$ cat src/rtl/acc_seq_4bit.sv
// Sequential accumulator around a 4-bit add/subtract datapath: repeats acc <= acc +/- operand
// `count` times. Optional signed saturation when ACC_SAT_EN is defined.

module addsub_4bit (
    input  logic [3:0] a,
    input  logic [3:0] b,
    input  logic       m,
    output logic [3:0] res,
    output logic       carry_out
);
    // Subtraction as a + ~b + 1, so carry_out=1 means no borrow
    logic [4:0] sum;
    assign sum       = {1'b0, a} + {1'b0, b ^ {4{m}}} + {4'b0000, m};
    assign res       = sum[3:0];
    assign carry_out = sum[4];
endmodule

module acc_seq_4bit #(
    parameter int CNT_W = 4
) (
    input  logic             clock,
    input  logic             reset_b,
    input  logic             start,
    input  logic             op_sub,
    input  logic [3:0]       init,
    input  logic [3:0]       operand,
    input  logic [CNT_W-1:0] count,
    output logic [3:0]       acc,
    output logic             carry,
    output logic             overflow,
    output logic             zero,
    output logic             busy,
    output logic             done
);
    typedef enum logic [1:0] {S_IDLE, S_RUN, S_DONE} state_t;

    state_t           state;
    logic [CNT_W-1:0] cnt;
    logic [3:0]       operand_q;
    logic             sub_q;
    logic [3:0]       res;
    logic             carry_out;
    logic             step_v;
    logic [3:0]       next_acc;

    addsub_4bit u_addsub (
        .a         (acc),
        .b         (operand_q),
        .m         (sub_q),
        .res       (res),
        .carry_out (carry_out)
    );

    assign step_v = sub_q ? ((acc[3] != operand_q[3]) && (res[3] != acc[3]))
                          : ((acc[3] == operand_q[3]) && (res[3] != acc[3]));

`ifdef ACC_SAT_EN
    assign next_acc = step_v ? (acc[3] ? 4'b1000 : 4'b0111) : res;
`else
    assign next_acc = res;
`endif

    assign zero = (acc == 4'd0);

    always_ff @(posedge clock or negedge reset_b) begin
        if (!reset_b) begin
            state     <= S_IDLE;
            cnt       <= '0;
            operand_q <= 4'd0;
            sub_q     <= 1'b0;
            acc       <= 4'd0;
            carry     <= 1'b0;
            overflow  <= 1'b0;
            busy      <= 1'b0;
            done      <= 1'b0;
        end else begin
            case (state)
                S_IDLE: begin
                    if (start) begin
                        operand_q <= operand;
                        sub_q     <= op_sub;
                        acc       <= init;
                        cnt       <= count;
                        carry     <= 1'b0;
                        overflow  <= 1'b0;
                        busy      <= 1'b1;
                        if (count != '0) begin
                            state <= S_RUN;
                        end else begin
                            state <= S_DONE;
                            done  <= 1'b1;
                        end
                    end
                end
                S_RUN: begin
                    acc      <= next_acc;
                    carry    <= carry_out;
                    overflow <= overflow | step_v;
                    cnt      <= cnt - 1'b1;
                    if (cnt == CNT_W'(1)) begin
                        state <= S_DONE;
                        done  <= 1'b1;
                    end
                end
                S_DONE: begin
                    state <= S_IDLE;
                    done  <= 1'b0;
                    busy  <= 1'b0;
                end
                default: begin
                    state <= S_IDLE;
                    done  <= 1'b0;
                    busy  <= 1'b0;
                end
            endcase
        end
    end
endmodule

$ cat config.mk
export PLATFORM = sky130hd
export DESIGN_NAME = acc_seq_4bit
export DESIGN_NICKNAME = d
export VERILOG_FILES = /design/src/rtl/acc_seq_4bit.sv
export SDC_FILE = /design/constraint.sdc
export NUM_CORES = 1
export LEC_CHECK = 0
export CORE_MARGIN = 2
export CORE_UTILIZATION = 31
export CTS_BUF_LIST = sky130_fd_sc_hd__clkbuf_8
export DETAILED_ROUTE_END_ITERATION = 12
export PLACE_DENSITY = 0.53
export SYNTH_ARGS = -nofsm -noshare
export SYNTH_HDL_FRONTEND = slang
export SYNTH_SLANG_ARGS = --single-unit
$ cat constraint.sdc
create_clock -name clock -period 2 [get_ports clock]
set_input_delay 0.6 -clock clock [delete_from_list [all_inputs] [get_ports clock]]
set_output_delay 0.6 -clock clock [all_outputs]
set_load 0.02 [all_outputs]
==> results of run 1 <==
==> worst reg2reg max path: cells and delay by family (launching register included) <==
kind            cells  cell delay [ns]
compound gates      2             0.26
xor+xnor            2             0.46
fa+ha+maj           1             0.29
flops               1             0.45
mux                 1             0.21
==> state kept, by name (all words and copies together) (netlist names) <==
signal,cells
acc,4
busy,1
carry,1
cnt,4
done,1
operand_q,4
overflow,1
state,2
sub_q,1
==> path summary, 6_finish.rpt <==
kind,from,depth (start not counted),to,slack [ns]
worst max register to register,sub_q,6,overflow,0.26
worst min register to register,done,1,done,0.50
max in group asynchronous,reset_b,2,busy,1.14
min in group asynchronous,reset_b,2,acc[1],0.67
worst min-delay path,done,1,done,0.50
worst max-delay path,acc[0],2,acc[0],0.06
==> cells by family (layout without fill, tap and decap cells) <==
family                   Yosys count  count (layout)  synth area share
AND/OR/NAND/NOR                   18              18           0.09133
adder cells (fa/ha/maj)            7               7           0.08786
multiplexers                       8               8           0.08092
XOR/XNOR                           5               5           0.04047
AO/OA/AOI/OAI                     39              39            0.2151
flip-flops                        19              19            0.4393
buffers and inverters             12              47           0.04508
==> stage by stage <==
step	hold WS, ns	worst slack (ns)	cell area [µm²]
floorplan	0.3044	0.1705	1082
global placement	0.4747	0.1010	1440
detailed placement	0.4873	0.06604	1440
CTS	0.5051	0.005587	1485
global route	0.5146	0.004920	1493
finish	0.5013	0.05677	1493
==> cell usage after synthesis <==
master / instances
a21o_1: 1
fa_1: 1
nand2b_4: 1
nand3_1: 3
nor2_1: 5
nand2b_1: 1
nand3_2: 1
o21ai_0: 10
dfrtp_1: 19
a31oi_1: 1
o21bai_1: 1
a22o_1: 1
o31ai_1: 1
o21ai_1: 1
xor2_1: 3
a21oi_1: 12
ha_1: 6
inv_1: 8
xnor2_1: 2
nor3_1: 3
nand2_1: 2
nor4_1: 2
a32oi_1: 1
o22a_1: 3
o22ai_1: 6
buf_2: 3
mux2i_1: 2
o21a_1: 1
mux2_2: 6
clkinv_1: 1
==> power breakdown <==
part | leakage [nW] | internal [W] | switching, W | total (W)
sequential | 0.224 | 0.000588 | 0.000175 | 0.000763
clock | 0.0255 | 0.000139 | 0.000143 | 0.000282
combinational | 0.428 | 0.000823 | 0.000845 | 0.00167
==> layer usage <==
layer / vias to the layer above / track usage
met5: - / 0
li1: 466 / -
met2: 19 / 0.1941
met3: 5 / 0.01250
met4: 0 / 0.1083
met1: 440 / 0.2013
==> layout make-up <==
class	count	area, µm²	share of cell area
inverters	9	33.78	0.02263
repair buffers	34	321.6	0.2154
well taps	46	57.56	0.03856
clock buffers	3	41.29	0.02766
flip-flops and latches	19	475.5	0.3185
multi-input cells	77	558.0	0.3738
clock inverters	1	5.005	0.003353
==> timing repair <==
action | 4_1_cts | 5_1_grt
gates resized for setup | 1 | 3
endpoints found under the setup margin | 1 | 3
gates cloned | 0 | 0
==> metrics.cfg, run 1 <==
[synth]
synth_largest_area_cell=dfrtp_1
ys_warn_count=0
yosysTopAreaCellShare=0.4393
yosysSeqAreaShare=0.4393
yosys_register_bits=19
ys_top_cells_by_area=dfrtp_1 (44%), ha_1 (6.9%), mux2_2 (6.2%)
syn_inst=108
postSynthAreaPerCell_um2=10.02
synth_cell_type_count=30
synth_nets=131
syn_area_mm2=0.001082

[route]
num_vias=930
routed-wl-met3_um=91
highest_layer=met4
wl_mm=2.514
post_drt_wl_per_cell_um=13.30
met2_length_mm=1.121
met1_length_mm=1.215
drt-pass1-iter-count=4
viasPerCell=4.921
ant_nets=0
drt_iter0_drc=45
drc=0

[run_status]
status=complete, no violations

[clocking]
insertion_delay_ns=0.27
clk_pin_slew_worst_paths_ns=0.08
cts-root-buf=clkbuf_8
clockBufferDepth=2
tritoncts=done
cts.sinks=19
hold_buffers=0
cts_buffers=3
post_cts_buffers=0
htree_levels=1

[timing]
worstMarginPinSlew_ns=0.3772
fin_skew_ns=0.001169
finalSetupViolations=0
tns_ns=0
rsz0062_at_grt=false
slew_headroom=0.7462
maxSlewViolCount=0
max_freq_mhz=514.6
post-route-period-util=0.9716
min_period_ns=1.943
final-hold-violation-count=0

[global_routing]
grt_pass1_vias=869
grt_max_degree=20
antenna_found_initial=0
grt-ovfl-total=0
grtUsageTotal=0.1409
grt_pass1_wl_mm=4.312

[pwr]
power_w=0.002713
leakagePower_nw=0.6777
ir_drop_mv=0.6518
power.density_mw_per_mm2=1818

[worst_setup_path]
critPathRequiredTime_ns=1.40
end_kind=output port
cp_cell_sequence=buf_4 -> clkdlybuf4s50_1
crit_fanout=6
critPathTopFamily=buffers and inverters
cp.arrival_ns=1.34
critPathKind=flop to output port
critPathMaxStageDelay_ns=0.60
worst_setup_path_start_kind=flop
slowest_stage=clkdlybuf4s50_1
worst-path-buf-inv=2

[layout]
postLayoutCoreUtil=0.4473
final_common_cell=clkdlybuf4s50_1
layout.nets=167
antennaDiodeCount=0
final-instance-count-excl-fill=189
nFillCells=335
final_cell_mix=clkdlybuf4s50_1 (20), dfrtp_1 (19), a21oi_1 (12)
drive_gt1_frac=0.1538
areaGrowthSynthToFinish_pct=37.92

[floorplan]
dieArea_mm2=0.003980
rows=21
die_w_um=63.09
initial_utilization=0.3243
io_pins=25
core_area_mm2=0.003337
die_y_um=63.09

[placement]
gp_congestion=0.7337
port_buffers=24
dp_hpwl_mm=1.889
post-place-cells=185

[flow_run]
maxCapViolCount=0

[worst_hold_path]
min_path_type=flop to flop

No activity file was read; power rests on OpenSTA's default activity.
==> run 2: changes to the inputs <==
--- a/config.mk
+++ b/config.mk
@@ -5,7 +5,7 @@
 export SDC_FILE = /design/constraint.sdc
 export NUM_CORES = 1
 export LEC_CHECK = 0
-export CORE_MARGIN = 2
+export CORE_MARGIN = 5
 export CORE_UTILIZATION = 31
 export CTS_BUF_LIST = sky130_fd_sc_hd__clkbuf_8
 export DETAILED_ROUTE_END_ITERATION = 12
==> run 2 against run 1 <==
Wire length up 8.4%. Sequential power up 0.5%. Critical path depth unchanged. Hold slack better by 0.0041 ns. Critical path type unchanged. Critical endpoint is now acc[2]. Largest cell class unchanged.
==> metrics.cfg, run 2 (synthesized netlist as in run 1, its figures left out) <==
[route]
drt-pass1-iter-count=4  ; unchanged
drt_iter0_drc=61  ; +36%
viasPerCell=4.957  ; +0.75%
ant_nets=0  ; unchanged
num_vias=932  ; +0.22%
drc=0  ; unchanged
post_drt_wl_per_cell_um=14.49  ; +8.9%
wl_mm=2.724  ; +8.4%

[layout]
final_common_cell=clkdlybuf4s50_1
drive_gt1_frac=0.1479  ; -0.005959
nFillCells=347  ; +3.6%
antennaDiodeCount=0  ; unchanged
final_cell_mix=clkdlybuf4s50_1 (21), dfrtp_1 (19), a21oi_1 (12)
layout.nets=166  ; -0.60%
areaGrowthSynthToFinish_pct=36.99
top_regs=acc x4, cnt x4, operand_q x4

[worst_setup_path]
critPathRequiredTime_ns=1.40  ; about the same
end_kind=output port
critPathKind=flop to output port
cp.arrival_ns=1.36  ; +0.02 ns
worst_setup_path_start_kind=flop
crit_fanout=5  ; -1
reg2reg_setup_slack_ns=0.25  ; about the same

[timing]
min_period_ns=1.957  ; +0.01339 ns
hold_slack_ns=0.5054  ; +0.004141 ns
maxSlewViolCount=0  ; unchanged
max_freq_mhz=511.1  ; -0.68%
slew_headroom=0.7419  ; -0.004330
fin_skew_ns=0.003525  ; +0.002356 ns
final-hold-violation-count=0  ; unchanged
tns_ns=0  ; unchanged
worstMarginPinSlew_ns=0.3872  ; +0.009975 ns
rsz0062_at_grt=false
finalSetupViolations=0  ; unchanged
post-route-period-util=0.9783  ; +0.006693

[floorplan]
io_pins=25  ; unchanged
rows=21  ; unchanged
core_area_mm2=0.003363  ; +0.79%
die_y_um=69.09  ; +9.5%
die_w_um=69.09  ; +9.5%
initial_utilization=0.3218  ; -0.002534
dieArea_mm2=0.004773  ; +20%

[pwr]
leakagePower_nw=0.6622  ; -2.3%
power.density_mw_per_mm2=1836  ; +1.0%
ir_drop_mv=0.7704  ; +18%

[flow_run]
maxCapViolCount=0  ; unchanged

[run_status]
status=complete, no violations

[global_routing]
grtUsageTotal=0.1223  ; -0.01863
grt-ovfl-total=0  ; unchanged
grt_max_degree=20  ; unchanged
grt_pass1_vias=1005  ; +16%
grt_pass1_wl_mm=4.767  ; +11%
antenna_found_initial=0  ; unchanged

[worst_hold_path]
min_path_type=flop to flop

[clocking]
clockBufferDepth=2  ; unchanged
htree_levels=1  ; unchanged
cts_buffers=3  ; unchanged
cts.sinks=19  ; unchanged
clk_pin_slew_worst_paths_ns=0.07  ; about the same
insertion_delay_ns=0.26  ; about the same
cts-root-buf=clkbuf_8
tritoncts=done
post_cts_buffers=0  ; unchanged

[placement]
gp_congestion=0.7860  ; +7.1%
dp_hpwl_mm=2.021  ; +7.0%
port_buffers=24  ; unchanged

[run 2: cell count changes in the layout (fill, tap and decap cells not counted), sizes merged]
| cell | change |
|---|---|
| dlymetal6s2s | -1 |
| buf | -1 |
| clkdlybuf4s50 | +1 |
[run 2: per-layer routing]
metal | up-vias | GRT usage | routed length, µm
met5 | - | 0 | 0
met4 | 0 | 0.05423 | 53
met3 | 7 | 0.04215 | 147
met2 | 23 | 0.1907 | 1272
met1 | 438 | 0.1518 | 1251
li1 | 464 | - | -
[run 2: cell type report]
type | instances | area [µm²] | area share
Inverter | 9 | 33.78 | 0.02278
Timing Repair Buffer | 33 | 311.5 | 0.2101
Sequential cell | 19 | 475.5 | 0.3207
Multi-Input combinational cell | 77 | 558.0 | 0.3764
Clock inverter | 1 | 5.005 | 0.003376
Clock buffer | 3 | 41.29 | 0.02785
Tap cell | 46 | 57.56 | 0.03882
[run 2: repair_timing]
action                                  4_1_cts  5_1_grt
endpoints found under the setup margin        1        2
hold buffers                                  0        0
pin swaps                                     0        0
cloned                                        0        0
gates resized for setup                       1        2
[run 2: path summary, 6_finish.rpt]
check | start | end | cells past startpoint
min reg2reg | done | done | 1
max | acc[2] | acc[2] | 2
max reg2reg | sub_q | overflow | 6
max in group asynchronous | reset_b | operand_q[0] | 2
min in group asynchronous | reset_b | state[1] | 2
min | done | done | 1
[run 2: critical path: stages, from the launching register on]
cell and delay (ns):
dfrtp_1 0.35, buf_4 0.14, clkdlybuf4s50_1 0.61
[run 2: where the power goes]
| part | switching, W | total, W | internal, W | leakage, nW |
|---|---|---|---|---|
| clock network | 0.000133 | 0.000272 | 0.000139 | 0.0255 |
| registers | 0.000179 | 0.000767 | 0.000588 | 0.224 |
| logic | 0.000865 | 0.00168 | 0.000818 | 0.413 |
| total | 0.00118 | 0.00272 | 0.00155 | 0.662 |
[run 2: per-stage QoR]
stage	total power [W]	setup WS (ns)	util	area, µm²	instances
CTS	0.002763	0.003556	0.4394	1478	188
detailed placement	0.002463	0.02870	0.4260	1433	184
finish	0.002723	0.04339	0.4408	1483	188
global placement	0.002434	0.03854	0.4260	1433	184
global route	0.002990	0.001768	0.4408	1483	188
floorplan	0.001909	0.1705	-	1082	108
==> run 3: changes to the inputs <==
--- a/config.mk
+++ b/config.mk
@@ -8,7 +8,9 @@
 export CORE_MARGIN = 5
 export CORE_UTILIZATION = 31
 export CTS_BUF_LIST = sky130_fd_sc_hd__clkbuf_8
+export CTS_CLUSTER_DIAMETER = 40
 export DETAILED_ROUTE_END_ITERATION = 12
+export HOLD_SLACK_MARGIN = 0.02
 export PLACE_DENSITY = 0.53
 export SYNTH_ARGS = -nofsm -noshare
 export SYNTH_HDL_FRONTEND = slang
==> results of run 3 <==
No change in the layout: final DEF, timing and power equal those of run 2.
